## src/rtl/alu_arb_pkg.sv

```systemverilog
// Shared types, opcodes and the opcode legality helper for the shared-ALU arbiter.
// Consumed by alu, alu_rr_arb and alu_share_arb.
package alu_arb_pkg;

    typedef enum logic [1:0] {
        IDLE,
        EXEC,
        RESP
    } arb_state_e;

    localparam logic [2:0] ALU_AND = 3'b000;
    localparam logic [2:0] ALU_OR  = 3'b001;
    localparam logic [2:0] ALU_ADD = 3'b010;
    localparam logic [2:0] ALU_SUB = 3'b110;
    localparam logic [2:0] ALU_SLT = 3'b111;

    function automatic logic is_legal_op(input logic [2:0] f);
        return f inside {ALU_AND, ALU_OR, ALU_ADD, ALU_SUB, ALU_SLT};
    endfunction

endpackage

```

## src/rtl/alu.sv

```systemverilog
// Team 32-bit ALU: f[2] inverts b and supplies the carry-in, f[1:0] picks AND/OR/SUM/SLT.
// SLT is the raw sign of the sum, with no overflow correction.
module alu
    import alu_arb_pkg::*;
(
    input  logic [31:0] a,
    input  logic [31:0] b,
    input  logic [2:0]  f,
    output logic [31:0] y,
    output logic        zero
);

    logic [31:0] b_eff;
    logic [31:0] sum;

    assign b_eff = f[2] ? ~b : b;
    assign sum   = a + b_eff + {31'b0, f[2]};

    always_comb begin
        case (f[1:0])
            ALU_AND[1:0]: y = a & b_eff;
            ALU_OR[1:0]:  y = a | b_eff;
            ALU_ADD[1:0]: y = sum;
            default:      y = {31'b0, sum[31]};
        endcase
    end

    assign zero = (y == 32'd0);

endmodule

```

## src/rtl/alu_rr_arb.sv

```systemverilog
// Combinational round-robin picker: first asserted req at or above ptr, wrapping modulo NREQ.
module alu_rr_arb #(
    parameter  int NREQ = 4,
    localparam int IDW  = $clog2(NREQ)
) (
    input  logic [NREQ-1:0] req,
    input  logic [IDW-1:0]  ptr,
    output logic [NREQ-1:0] gnt_onehot,
    output logic [IDW-1:0]  gnt_idx,
    output logic            any_gnt
);

    always_comb begin
        logic [IDW-1:0] idx;
        // NOTE: every output gets a default before the search loop so no path can infer a latch.
        gnt_onehot = '0;
        gnt_idx    = '0;
        any_gnt    = 1'b0;
        idx        = '0;
        for (int k = 0; k < NREQ; k++) begin
            idx = IDW'((int'(ptr) + k) % NREQ);
            if (!any_gnt && req[idx]) begin
                any_gnt         = 1'b1;
                gnt_idx         = idx;
                gnt_onehot[idx] = 1'b1;
            end
        end
    end

endmodule

```

## src/rtl/alu_share_arb.sv

```systemverilog
// Round-robin sharing of one ALU among NREQ requesters with valid/ready request and response.
// Optional opcode checking (rsp_err port) is enabled by defining ALU_ARB_OPCHK_EN.
module alu_share_arb
    import alu_arb_pkg::*;
#(
    parameter  int NREQ = 4,
    localparam int IDW  = $clog2(NREQ)
) (
    input  logic                  clk,
    input  logic                  reset,
    input  logic [NREQ-1:0]       req_valid,
    output logic [NREQ-1:0]       req_ready,
    input  logic [NREQ-1:0][31:0] req_a,
    input  logic [NREQ-1:0][31:0] req_b,
    input  logic [NREQ-1:0][2:0]  req_f,
    output logic                  rsp_valid,
    input  logic                  rsp_ready,
    output logic [31:0]           rsp_y,
    output logic                  rsp_zero,
    output logic [IDW-1:0]        rsp_id
`ifdef ALU_ARB_OPCHK_EN
    ,
    output logic                  rsp_err
`endif
);

    arb_state_e     state_q;
    logic [IDW-1:0] rr_ptr_q, rr_ptr_d;
    logic [31:0]    op_a_q, op_b_q;
    logic [2:0]     op_f_q;
    logic [IDW-1:0] op_id_q;
    logic           rsp_valid_q, rsp_zero_q;
    logic [31:0]    rsp_y_q;
    logic [IDW-1:0] rsp_id_q;

    logic [NREQ-1:0] gnt_onehot;
    logic [IDW-1:0]  gnt_idx;
    logic            any_gnt;
    logic [31:0]     alu_y, res_y;
    logic            alu_zero, res_zero;

    alu_rr_arb #(.NREQ(NREQ)) u_arb (
        .req        (req_valid),
        .ptr        (rr_ptr_q),
        .gnt_onehot (gnt_onehot),
        .gnt_idx    (gnt_idx),
        .any_gnt    (any_gnt)
    );

    alu u_alu (
        .a    (op_a_q),
        .b    (op_b_q),
        .f    (op_f_q),
        .y    (alu_y),
        .zero (alu_zero)
    );

    // Ready is withheld during reset so an asserted valid cannot look accepted.
    assign req_ready = (state_q == IDLE && !reset) ? gnt_onehot : '0;
    assign rr_ptr_d  = (gnt_idx == IDW'(NREQ - 1)) ? '0 : gnt_idx + IDW'(1);

`ifdef ALU_ARB_OPCHK_EN
    logic res_err, rsp_err_q;

    always_comb begin
        res_y    = alu_y;
        res_zero = alu_zero;
        res_err  = 1'b0;
        if (!is_legal_op(op_f_q)) begin
            res_y    = '0;
            res_zero = 1'b1;
            res_err  = 1'b1;
        end
    end

    always_ff @(posedge clk or posedge reset) begin
        if (reset) begin
            rsp_err_q <= 1'b0;
        end else if (state_q == EXEC) begin
            rsp_err_q <= res_err;
        end
    end

    assign rsp_err = rsp_err_q;
`else
    assign res_y    = alu_y;
    assign res_zero = alu_zero;
`endif

    // NOTE: state and every registered output update with non-blocking assignments only.
    always_ff @(posedge clk or posedge reset) begin
        if (reset) begin
            state_q     <= IDLE;
            rr_ptr_q    <= '0;
            op_a_q      <= '0;
            op_b_q      <= '0;
            op_f_q      <= '0;
            op_id_q     <= '0;
            rsp_valid_q <= 1'b0;
            rsp_y_q     <= '0;
            rsp_zero_q  <= 1'b0;
            rsp_id_q    <= '0;
        end else begin
            case (state_q)
                IDLE: begin
                    if (any_gnt) begin
                        op_a_q   <= req_a[gnt_idx];
                        op_b_q   <= req_b[gnt_idx];
                        op_f_q   <= req_f[gnt_idx];
                        op_id_q  <= gnt_idx;
                        rr_ptr_q <= rr_ptr_d;
                        state_q  <= EXEC;
                    end
                end
                EXEC: begin
                    rsp_y_q     <= res_y;
                    rsp_zero_q  <= res_zero;
                    rsp_id_q    <= op_id_q;
                    rsp_valid_q <= 1'b1;
                    state_q     <= RESP;
                end
                RESP: begin
                    if (rsp_ready) begin
                        rsp_valid_q <= 1'b0;
                        state_q     <= IDLE;
                    end
                end
                default: state_q <= IDLE;
            endcase
        end
    end

    assign rsp_valid = rsp_valid_q;
    assign rsp_y     = rsp_y_q;
    assign rsp_zero  = rsp_zero_q;
    assign rsp_id    = rsp_id_q;

endmodule
```

## config.mk

```make
export PLATFORM = sky130hd
export DESIGN_NAME = alu_share_arb
export DESIGN_NICKNAME = d
export VERILOG_FILES = /design/src/rtl/alu_arb_pkg.sv /design/src/rtl/alu.sv /design/src/rtl/alu_rr_arb.sv /design/src/rtl/alu_share_arb.sv
export SDC_FILE = /design/constraint.sdc
export NUM_CORES = 1
export LEC_CHECK = 0
export CAP_MARGIN = 20
export CORE_MARGIN = 2
export CORE_UTILIZATION = 44
export DETAILED_ROUTE_END_ITERATION = 12
export MAX_ROUTING_LAYER = met4
export PLACE_DENSITY = 0.79
export SYNTH_ARGS = -nofsm -noshare
export SYNTH_HDL_FRONTEND = slang
export SYNTH_SLANG_ARGS = --single-unit
```

## constraint.sdc

```tcl
create_clock -name clk -period 6.45 [get_ports clk]
set_input_delay 1.935 -clock clk [delete_from_list [all_inputs] [get_ports clk]]
set_output_delay 1.935 -clock clk [all_outputs]
set_load 0.02 [all_outputs]
```

Word level (Yosys, flattened, before mapping). Cells that the tools add are included.

$add $sub $neg: 6. Magnitude comparators: 9. Equal/unequal tests: 7. Mux-type cells: 43. Bitwise operators: 6. Reductions and logical operators: 19.

Operator list (number): binary-select mux 32 bit (select 2 bit) (2); two-way mux 32 bit (3); one-hot mux 32 bit (3 select lines) (1); adder 32 x 1 -> 32 bit (1); adder 32 bit (1); AND 32 bit (1); zero test 32 bit (1); inverter 32 bit (1); OR 32 bit (1); two-way mux 4 bit (5); less-than comparator 2 x 3 -> 1 bit, second input constant (5); two-way mux 2 bit (7); two-way mux 1 bit (13); OR 4 bit (3); binary-select mux 1 bit (select 2 bit) (4); demux 1 bit (select 2 bit) (4); greater-or-equal comparator 2 x 1 -> 1 bit, second input constant (4); logical AND 1 bit (8); binary-select mux 3 bit (select 2 bit) (1); equality test 2 bit, second input constant (3); one-hot mux 2 bit (3 select lines) (1); AND reduction 2 bit (3); adder 2 x 1 -> 2 bit, second input constant (2); adder 2 bit, second input constant (2); other kinds (7) (13).

Register bits after elaboration: 109. Bits of input ports: 275. Output and inout bits: 40. Word-level logic and storage cells: 100.

Depth between registers and ports, before layout.
Depth in word-level cells: 14. Depth in mapped cells: 16. Mapped depth without buffers: 13.

Modules after synthesis. Synthesis repeated with hierarchy kept, for this count alone.

Cells, all modules: 945. Area total of the unflattened synthesis: 9924.5 um^2.

By module, submodules not included: alu_share_arb (times used 1, cells each 325, area an instance 5728.0 um^2, sequential area each 2727.6 um^2); alu (times used 1, cells each 575, area an instance 3777.4 um^2, sequential area each 0.0 um^2); alu_rr_arb (times used 1, cells each 45, area an instance 419.2 um^2, sequential area each 0.0 um^2).

Worst setup path before layout. No wires, ideal clock.

Kind: input-to-output. Start point: input port reset. End point: output port req_ready[0]. Data arrival time: 5.017 ns. Required time: 4.515 ns. Path slack: -0.502 ns. Stages on the path: 3. Path buffers: 0. Cell sequence: inv_1 nand2_1 nor2_1.

Longest elaborated chain between the ends: 3.

Ends and longest elaborated chain: from (decl) (line alu_share_arb.sv:10) `input logic reset,`; zero test 1 bit (no source line); logical AND 1 bit (line alu_share_arb.sv:59) `assign req_ready = (state_q == IDLE && !reset) ? gnt_onehot : '0;`; two-way mux 4 bit (line alu_share_arb.sv:59); to (decl) (line alu_share_arb.sv:12) `output logic [NREQ-1:0] req_ready,`.

No other way between the ends.

Worst setup path after layout.
Start point: input port req_valid[0]. End point: output port req_ready[1].

Longest elaborated chain between the ends: 13. Elaborated cells between the ends (all ways): 25. Classes of those cells: mux: 16; bitwise: 3; reduce/logical: 6.

Ends and longest elaborated chain: from (decl) (line alu_share_arb.sv:11) `input logic [NREQ-1:0] req_valid,`; binary-select mux 1 bit (select 2 bit) (line alu_rr_arb.sv:22) `if (!any_gnt && req[idx]) begin`; two-way mux 1 bit (not written as such) (line alu_rr_arb.sv:22); two-way mux 1 bit (line alu_rr_arb.sv:22); zero test 1 bit (line alu_rr_arb.sv:22); logical AND 1 bit (line alu_rr_arb.sv:22); two-way mux 1 bit (line alu_rr_arb.sv:22); zero test 1 bit (line alu_rr_arb.sv:22); logical AND 1 bit (line alu_rr_arb.sv:22); two-way mux 1 bit (line alu_rr_arb.sv:22); zero test 1 bit (line alu_rr_arb.sv:22); logical AND 1 bit (line alu_rr_arb.sv:22); two-way mux 4 bit (*) (line alu_rr_arb.sv:22); two-way mux 4 bit (*) (line alu_share_arb.sv:59).

Every way passes the cells marked *; elsewhere a longest branch is shown, timed or not. The select of a mux whose other input is x is not followed.

==> impl_results.md <==
- Fmax: ~160 MHz
- DRC Markers: 0
- Critical Path Sink Type: output port
- Layout area overhead: 36.4%
- Vias per inst: 5.54
- Library cells used by synthesis: 75
- Syn Nets: 1809
- Htree depth: 3
- Util after Layout: 60.7%
- Fin crit period: ~6.3 ns
- Drt pass-1 iters: 5
- WP data arrival: 4.39 ns
- Async S/R FF share, synth: 100%
- Syn Std Cell Area: 10000 sq um
- GRT Resource Usage Total: about 30%
- Clk buf depth: 2
- Crit Path Max Fanout: 7
- Filler cells: ~2100
- Effective utilization at floorplan: around 45%
- Most common cell in the netlist: nand2_1
- Crit path kind: in2out
- DP HPWL: 27500 um
- Sequence of cells on the critical path: clkdlybuf4s50_1 -> mux4_2 -> a211oi_2 -> a22oi_1 -> a21oi_1 -> a21oi_1 -> nor2_1 -> clkdlybuf4s50_1
- First-pass GRT wire length: ~55000 um
- Cell taking the most area after synthesis: dfrtp_1
- CP delay by family, top: buffers and inverters
- # rows: 55
- Area of the die: 24000 sq um
- Die H: 155 um
- Status: completed
- Final global-route overflow total: 0
- Worst-Margin Slew: 1.03 ns
- CP required: 4.51 ns
- Core Region: 22500 sq um
- Die X: 155 um
- Clk pin slew, worst setup/hold paths: 0.07 ns
- TritonCTS clock tree: built
- Register area: roughly 2700 sq um
- Largest cells by area after synthesis: dfrtp_1, nand2_1, nand3_1
- Max incr delay on CP: 0.62 ns
- Pins Over Slew Limit: 0
- Final WL: 35300 um
- Number of synthesized flops with an enable pin: 0
- Cell with the largest stage delay on the worst path: clkdlybuf4s50_1
- IO Count: ~320
- Antenna violations before repair: 3
- Synth cell count leaders: nand2_1, nand3_1, dfrtp_1
- Post-CTS setup repair buffer count: 0
- Antenna Nets Post-Route: 0
- Max Cap Violations: 0
- Clock Skews: 0.00542 ns
- Pin count of the biggest net entering global routing: 75
- Area share of the largest cell type after synthesis: 27.2%
- Final setup vio count: 0
- Syn Inst Count: ~1500
- Ys flop type: dfrtp_1
- Synth Area per Inst: between 6 and 7 sq um
- Synth Register Bits: 109
- Final hold vios: 0
- Share of cells above drive strength 1: 4.13%
- Final Cycle Share: 98.1%
- YS warnings: 0
- Worst-Skew Late Latency: ~0.36 ns
- Crit start category: primary input
- Placer Congestion: 0.977
- Vias after detailed routing: 11116
- Root Buffer: clkbuf_16
- Seq/Total Area, Yosys: 27.2%
- HP Class: reg2reg
- Buffers on Ports: approximately 310
- Max-slew headroom: between 30 and 40%
- TritonCTS Buffers: 9
- Layout Nets: 2060
- Vias in the first global route: 10228
- 1st-iter DRT viols: 758
- CP bufs+invs: 2
- Final setup TNS: 0 ns
- Wire length per cell: 17.6 um
- Clk sink count: 109
- Area of the multi-input gates: 6640 sq um
-- logic make-up after synthesis --
logic type,count (synthesis),share of synthesized area [%]
compound gates,263,17.1
buf+inv,178,7.01
simple gates,775,33.4
mux,11,1.50
xor+xnor,54,4.72
flops,109,27.2
fa+ha+maj,72,9.06
-- layer usage --
metal | track usage, % | vias to the layer above | part of all wire, %
met5 | - | - | 0
met4 | 8.64 | 0 | 2.3
met3 | 3.54 | 56 | 6.2
met2 | 45.2 | 463 | 45
met1 | 41.2 | 5144 | 46
li1 | - | 5453 | -
-- layout make-up --
type / count / area share (%)
Inverter: 82 / 2.28
Sequential cell: 109 / 20.0
Multi-Input combinational cell: 1175 / 48.5
Tap cell: 285 / 2.61
Antenna cell: 3 / 0.0549
Clock buffer: 11 / 1.70
Timing Repair Buffer: 336 / 24.4
Clock inverter: 5 / 0.449
-- what timing repair did --
action | in CTS | in global routing
hold buffers | 0 | 0
setup endpoints to repair | 0 | 4
resized for setup | 0 | 3
-- flip-flops by register name (all words and copies together), names as in the netlist, 2 cells and up, named ones only --
signal and count:
op_a_q 32, op_b_q 32, op_f_q 3, op_id_q 2
rsp_id 2, rsp_y 32, state_q 2
-- layout by cell type (no fill, tap or decap), drive strengths merged, types with 4 or more instances in the layout --
| cell type | n |
|---|---|
| nor2 | 71 |
| o21bai | 4 |
| a21o | 14 |
| mux2i | 7 |
| o211ai | 7 |
| nor3 | 12 |
| or3 | 4 |
| nor4 | 6 |
| inv | 80 |
| a211oi | 18 |
| dfrtp | 109 |
| o21ai | 89 |
| nand4 | 11 |
| a21oi | 62 |
| nand3 | 213 |
| nand2 | 427 |
| o22ai | 6 |
| o32ai | 4 |
| ha | 71 |
| o221ai | 4 |
| clkdlybuf4s50 | 314 |
| buf | 22 |
| xor2 | 38 |
| a31oi | 7 |
| clkbuf | 11 |
| o21a | 6 |
| and2 | 7 |
| xnor2 | 16 |
| a22oi | 8 |
| nand2b | 8 |
| o31ai | 4 |
| nor2b | 6 |
| a211o | 5 |
| clkinvlp | 4 |
-- through the flow --
| stage | setup slack (ns) | instances | hold slack, ns | area [sq um] |
|---|---|---|---|---|
| 2_1_floorplan | 0.487 | 1462 | 0.439 | 10000 |
| 3_3_place_gp | 0.106 | 1987 | 0.459 | 13400 |
| 3_5_place_dp | 0.0394 | 1987 | 0.465 | 13400 |
| 4_1_cts | 0.0363 | 2003 | 0.481 | 13700 |
| 5_1_grt | -0.0498 | 2006 | 0.502 | 13700 |
| 6_report | 0.121 | 2006 | 0.478 | 13700 |
-- worst min-delay path, stage by stage, from the launching register on --
cell     delay (ns)
dfrtp_1        0.34
nand2_1        0.05
nand2_1        0.05
-- path summary, 6_finish.rpt --
path	cells past startpoint	end	start	slack, ns
hold / removal	2	rsp_y[7]	rsp_y[7]	0.48
hold reg to reg	2	rsp_y[7]	rsp_y[7]	0.48
setup reg to reg	13	rsp_zero	op_f_q[2]	1.94
max in group asynchronous	4	op_f_q[0]	reset	3.01
setup / recovery	8	req_ready[1]	req_valid[0]	0.12
min in group asynchronous	3	op_a_q[10]	reset	2.17
Power is left out: the tool's default activity adds up to more than one toggle a clock period on the data nets, which glitch-free logic cannot reach.
